[src/rtl/axis_pkt_rr_arbiter.sv]
// Packet-atomic two-source AXI-Stream arbiter with a single registered output stage.
// Latency is one cycle from input beat to m_axis_tvalid; sources stall whenever the output register is full and not drained.
module axis_pkt_rr_arbiter #(
   parameter int DATA_WIDTH = 32,
   parameter int CNT_WIDTH  = 16
) (
   input  logic                  clk,
   input  logic                  reset,
   input  logic                  prio_mode,
   input  logic [DATA_WIDTH-1:0] s_axis_tdata_A,
   input  logic                  s_axis_tvalid_A,
   output logic                  s_axis_tready_A,
   input  logic                  s_axis_tlast_A,
   input  logic [DATA_WIDTH-1:0] s_axis_tdata_B,
   input  logic                  s_axis_tvalid_B,
   output logic                  s_axis_tready_B,
   input  logic                  s_axis_tlast_B,
   output logic [DATA_WIDTH-1:0] m_axis_tdata,
   output logic                  m_axis_tvalid,
   input  logic                  m_axis_tready,
   output logic                  m_axis_tlast,
   output logic                  m_axis_tid,
   output logic                  grant_a,
   output logic                  grant_b,
   output logic [CNT_WIDTH-1:0]  pkt_cnt_a,
   output logic [CNT_WIDTH-1:0]  pkt_cnt_b
);

   typedef enum logic [1:0] {
      IDLE    = 2'd0,
      GRANT_A = 2'd1,
      GRANT_B = 2'd2
   } state_t;

   state_t                state_q, state_d;
   logic                  last_grant_q, last_grant_d;
   logic [DATA_WIDTH-1:0] tdata_q, tdata_d;
   logic                  tvalid_q, tvalid_d;
   logic                  tlast_q, tlast_d;
   logic                  tid_q, tid_d;
   logic [CNT_WIDTH-1:0]  cnt_a_q, cnt_a_d;
   logic [CNT_WIDTH-1:0]  cnt_b_q, cnt_b_d;

   logic ready_int;
   logic acc_a;
   logic acc_b;

   // The output register can take a new beat when empty or being drained this cycle.
   assign ready_int = !tvalid_q || m_axis_tready;
   assign acc_a     = s_axis_tvalid_A && s_axis_tready_A;
   assign acc_b     = s_axis_tvalid_B && s_axis_tready_B;

   always_ff @(posedge clk or posedge reset) begin
      if (reset) begin
         state_q      <= IDLE;
         last_grant_q <= 1'b1;
      end else begin
         state_q      <= state_d;
         last_grant_q <= last_grant_d;
      end
   end

   // last_grant: 0 = A, 1 = B; reset to B so A wins the first contested round.
   always_comb begin
      state_d      = state_q;
      last_grant_d = last_grant_q;
      case (state_q)
         IDLE: begin
            if (s_axis_tvalid_A && s_axis_tvalid_B) begin
               if (prio_mode || last_grant_q) begin
                  state_d = GRANT_A;
               end else begin
                  state_d = GRANT_B;
               end
            end else if (s_axis_tvalid_A) begin
               state_d = GRANT_A;
            end else if (s_axis_tvalid_B) begin
               state_d = GRANT_B;
            end
         end
         GRANT_A: begin
            if (acc_a && s_axis_tlast_A) begin
               state_d      = IDLE;
               last_grant_d = 1'b0;
            end
         end
         GRANT_B: begin
            if (acc_b && s_axis_tlast_B) begin
               state_d      = IDLE;
               last_grant_d = 1'b1;
            end
         end
         default: begin
            state_d = IDLE;
         end
      endcase
   end

   always_comb begin
      grant_a         = (state_q == GRANT_A);
      grant_b         = (state_q == GRANT_B);
      s_axis_tready_A = grant_a && ready_int;
      s_axis_tready_B = grant_b && ready_int;
   end

   always_comb begin
      tdata_d  = tdata_q;
      tvalid_d = tvalid_q;
      tlast_d  = tlast_q;
      tid_d    = tid_q;
      if (acc_a) begin
         tdata_d  = s_axis_tdata_A;
         tlast_d  = s_axis_tlast_A;
         tid_d    = 1'b0;
         tvalid_d = 1'b1;
      end else if (acc_b) begin
         tdata_d  = s_axis_tdata_B;
         tlast_d  = s_axis_tlast_B;
         tid_d    = 1'b1;
         tvalid_d = 1'b1;
      end else if (m_axis_tready) begin
         tvalid_d = 1'b0;
      end
   end

   // Packet counters wrap freely.
   always_comb begin
      cnt_a_d = cnt_a_q;
      cnt_b_d = cnt_b_q;
      if (acc_a && s_axis_tlast_A) begin
         cnt_a_d = cnt_a_q + CNT_WIDTH'(1);
      end
      if (acc_b && s_axis_tlast_B) begin
         cnt_b_d = cnt_b_q + CNT_WIDTH'(1);
      end
   end

   always_ff @(posedge clk or posedge reset) begin
      if (reset) begin
         tdata_q  <= '0;
         tvalid_q <= 1'b0;
         tlast_q  <= 1'b0;
         tid_q    <= 1'b0;
         cnt_a_q  <= '0;
         cnt_b_q  <= '0;
      end else begin
         tdata_q  <= tdata_d;
         tvalid_q <= tvalid_d;
         tlast_q  <= tlast_d;
         tid_q    <= tid_d;
         cnt_a_q  <= cnt_a_d;
         cnt_b_q  <= cnt_b_d;
      end
   end

   assign m_axis_tdata  = tdata_q;
   assign m_axis_tvalid = tvalid_q;
   assign m_axis_tlast  = tlast_q;
   assign m_axis_tid    = tid_q;
   assign pkt_cnt_a     = cnt_a_q;
   assign pkt_cnt_b     = cnt_b_q;

endmodule
[config.mk]
export PLATFORM = sky130hd
export DESIGN_NAME = axis_pkt_rr_arbiter
export DESIGN_NICKNAME = d
export VERILOG_FILES = /design/src/rtl/axis_pkt_rr_arbiter.sv
export SDC_FILE = /design/constraint.sdc
export NUM_CORES = 1
export LEC_CHECK = 0
export CORE_MARGIN = 5
export CORE_UTILIZATION = 30
export DETAILED_ROUTE_END_ITERATION = 8
export HOLD_SLACK_MARGIN = 0.02
export PLACE_DENSITY = 0.6
export SYNTH_ARGS = -nofsm -noshare
export SYNTH_HDL_FRONTEND = slang
export SYNTH_SLANG_ARGS = --single-unit
[constraint.sdc]
create_clock -name clk -period 3.88 [get_ports clk]
set_input_delay 0.388 -clock clk [delete_from_list [all_inputs] [get_ports clk]]
set_output_delay 0.388 -clock clk [all_outputs]
set_load 0.05 [all_outputs]
==> key figures <==
Run status
  • Outcome: finished, final reports clean

STA
  • Final Cycle Share: 0.7072
  • Setup_tns: 0 ns
  • Rel. slew slack: 0.3736
  • Final-report setup violation count: 0
  • Fmax: 0.3645 GHz
  • Slew @ Worst Pin: 0.9382 ns
  • RSZ-0062 raised after global routing: false
  • Fin. Hold Viols: 0
  • Clock Skews: just under 0.01 ns
  • Hold slack: 0.4708 ns
  • Final worst setup slack: between 1 and 1.5 ns
  • Tmin final: 2.744 ns
  • Final Max Tran Viols: 0

Yosys
  • Library cells used by synthesis: 39
  • Yosys warns: 0
  • Post-synth EDFFs: 0
  • Ys async rst share: 1.000
  • Net Count, Synth: 411
  • Cell Area, Synth: approximately 3300 sq um
  • Top_reg_cell synth: dfrtp_1
  • Synth Instances: 337
  • Part of the Yosys area used for sequential elements: 0.5261
  • Post-synth top area share: 0.5182
  • Top post-synthesis cells by area: dfrtp_1 52%, a21oi_1 8.3%, xnor2_1 6.3%
  • #FFs+latches synth: 70
  • Cell accounting for the most synthesized area: dfrtp_1
  • Mean Syn Cell Area: 9.887 sq um

Floorplan
  • I/O Pins: 143
  • Die Ht: 115.4 microns
  • Rows: 38
  • Starting density of the core: 0.3074
  • Die W: 115.4 microns
  • Core box area: about 11000 sq um
  • Die area: between 10000 and 15000 sq um

Drt
  • Via count: 2915
  • Final WL: 9.618 mm
  • WL/cell: approximately 16 microns
  • DRC Markers: 0
  • DR vias/cell: 4.709
  • Final ANT Viol Nets: 0
  • First-pass detailed-route iteration total: 4
  • First DRT Iteration DRCs: 81

Power
  • Sw Share: 0.4839
  • VDD IR max: 0.0003049 V
  • Flop pwr share: 0.306
  • Sw power: roughly 1.8 mW
  • Clock power frac: 0.139
  • P_leak: approximately 2.1 nW
  • P per Cell Area: about 740 nW/um^2
  • Comb pwr share: 0.556
  • Internal Pwr Total: 1.913 mW

Worst hold path
  • Hold crit path type: flop to flop

GRT
  • GR Layer Usage met2: 0.2411
  • Met3 usage: 0.05105
  • Congestion Overflow GR: 0
  • First-pass GRT wire length: roughly 15 mm
  • GRT Total Usage: 0.1472
  • Largest net degree at the start of global routing: 46
  • Vias in the first global route: between 3k and 4k
  • Busiest grt layer: met2
  • GR Layer Usage met1: 0.1815
  • Initial antenna violation count: 0

Critical path
  • Max FO, Critical Path: 8
  • Setup crit end kind: output port
  • Critical path required time: 3.49 ns
  • Startpoint Class: input port
  • Worst setup path class: input port to output port
  • Critical Path AT: 2.36 ns

Placement
  • Placed Cells: ~600
  • Post-DP HPWL: 6.858 mm
  • Worst slack at placement: about 1.1 ns
  • Placer's final routability congestion estimate: 0.7350
  • Port bufs: 142

CTS
  • CTS clk-pin slew, worst paths: around 0.07 ns
  • Hold-fix buffers, CTS: 0
  • Clock latency on the worst-skew pair: 0.33 ns
  • CTS tree: built
  • CTS Buffer Depth: 2
  • Post-CTS Resized: 0
  • Post-CTS Setup Repair Bufs: 0
  • Inserted Clock Buffers: 9
  • Clock Sinks: 70
  • Htree depth: 3
  • Root buffer cell: clkbuf_8

Flow run
  • Max_cap viols: 0

Cells and area
  • Diodes inserted: 0
  • Synthesis-to-finish area growth: 49.94%
  • Layout cells sized above 1: 0.09186
  • Utilization after layout: 0.4609
  • Final nets: 549
  • Post-Layout Cell Count: 619
[flip-flops by register name, summed over array words and instances, names as in the netlist]
| register | flops |
|---|---|
| pkt_cnt_b | 16 |
| m_axis_tvalid | 1 |
| m_axis_tid | 1 |
| state_q | 2 |
| m_axis_tlast | 1 |
| m_axis_tdata | 32 |
| pkt_cnt_a | 16 |
| last_grant_q | 1 |
[layer usage]
layer,wire (microns),up-vias
met5,0,-
met4,156,0
met3,730,15
met2,4536,94
met1,4195,1389
li1,-,1417
[power groups by stage]
stage	Combinational, mW	Clock (mW)	Sequential [mW]
after CTS	2.09	0.541	1.13
after floorplan	0.619	0	1.91
after global placement	2.06	0	1.14
final	2.06	0.514	1.13
after global routing	2.19	0.565	1.17
after detailed placement	2.09	0	1.15
[worst max-delay path: stages]
cell,delay (ns)
clkdlybuf4s50_1,0.41
nor2b_1,0.71
nor2_1,0.12
clkdlybuf4s50_1,0.73
[cell usage after synthesis (2+ instances only)]
master / instances
a21oi_1: 55
ha_1: 2
dfrtp_1: 69
nand2_1: 46
nor4_4: 2
nor2_1: 46
nand3_1: 19
buf_4: 2
inv_1: 5
buf_2: 9
xor2_1: 5
and4_1: 3
and3_1: 3
a21oi_2: 11
xnor2_1: 24
nand4_1: 7
buf_6: 5
nand3_2: 2
nand2b_4: 2
[cell type report]
cell class,count,area [sq um]
Timing Repair Buffer,144,1436
Fill cell,1061,5844
Clock inverter,3,21.27
Inverter,7,28.78
Tap cell,140,175.2
Clock buffer,12,145.1
Sequential cell,70,1753
Multi-Input combinational cell,243,1436
[path summary, 6_finish.rpt]
path	from	to	slack, ns	cells after the start
worst max register to register	m_axis_tvalid	m_axis_tdata[1]	1.96	5
min in group asynchronous	reset	pkt_cnt_b[8]	0.59	2
worst min register to register	last_grant_q	last_grant_q	0.47	2
worst max-delay path	m_axis_tready	s_axis_tready_A	1.14	4
max in group asynchronous	reset	last_grant_q	2.33	3
worst min-delay path	last_grant_q	last_grant_q	0.47	2
[cells by family after synthesis]
| logic type | synth area share |
|---|---|
| xor gates and xnor gates | 0.08111 |
| buffers and inverters | 0.04468 |
| DFF | 0.5261 |
| muxes | 0.007884 |
| AOI/OAI and AO/OA | 0.1179 |
| and+or+nand+nor | 0.2148 |
| adders and majority gates | 0.007509 |
[through the flow]
step,power [mW],instance area [sq um]
2_1_floorplan,2.527,3332
3_3_place_gp,3.200,4830
3_5_place_dp,3.234,4830
4_1_cts,3.767,4996
5_1_grt,3.918,4996
6_report,3.707,4996
[cells in the final DEF (no fill, tap or decap), types with 7 or more instances in the layout]
cell,synthesis,final
clkdlybuf4s50_1,0,142
dfrtp_1,69,69
a21oi_1,55,55
nand2_1,46,46
nor2_1,46,46
xnor2_1,24,24
nand3_1,19,19
a21oi_2,11,11
clkbuf_8,0,10
nand4_1,7,7
Power figures use the tool's default switching activity.
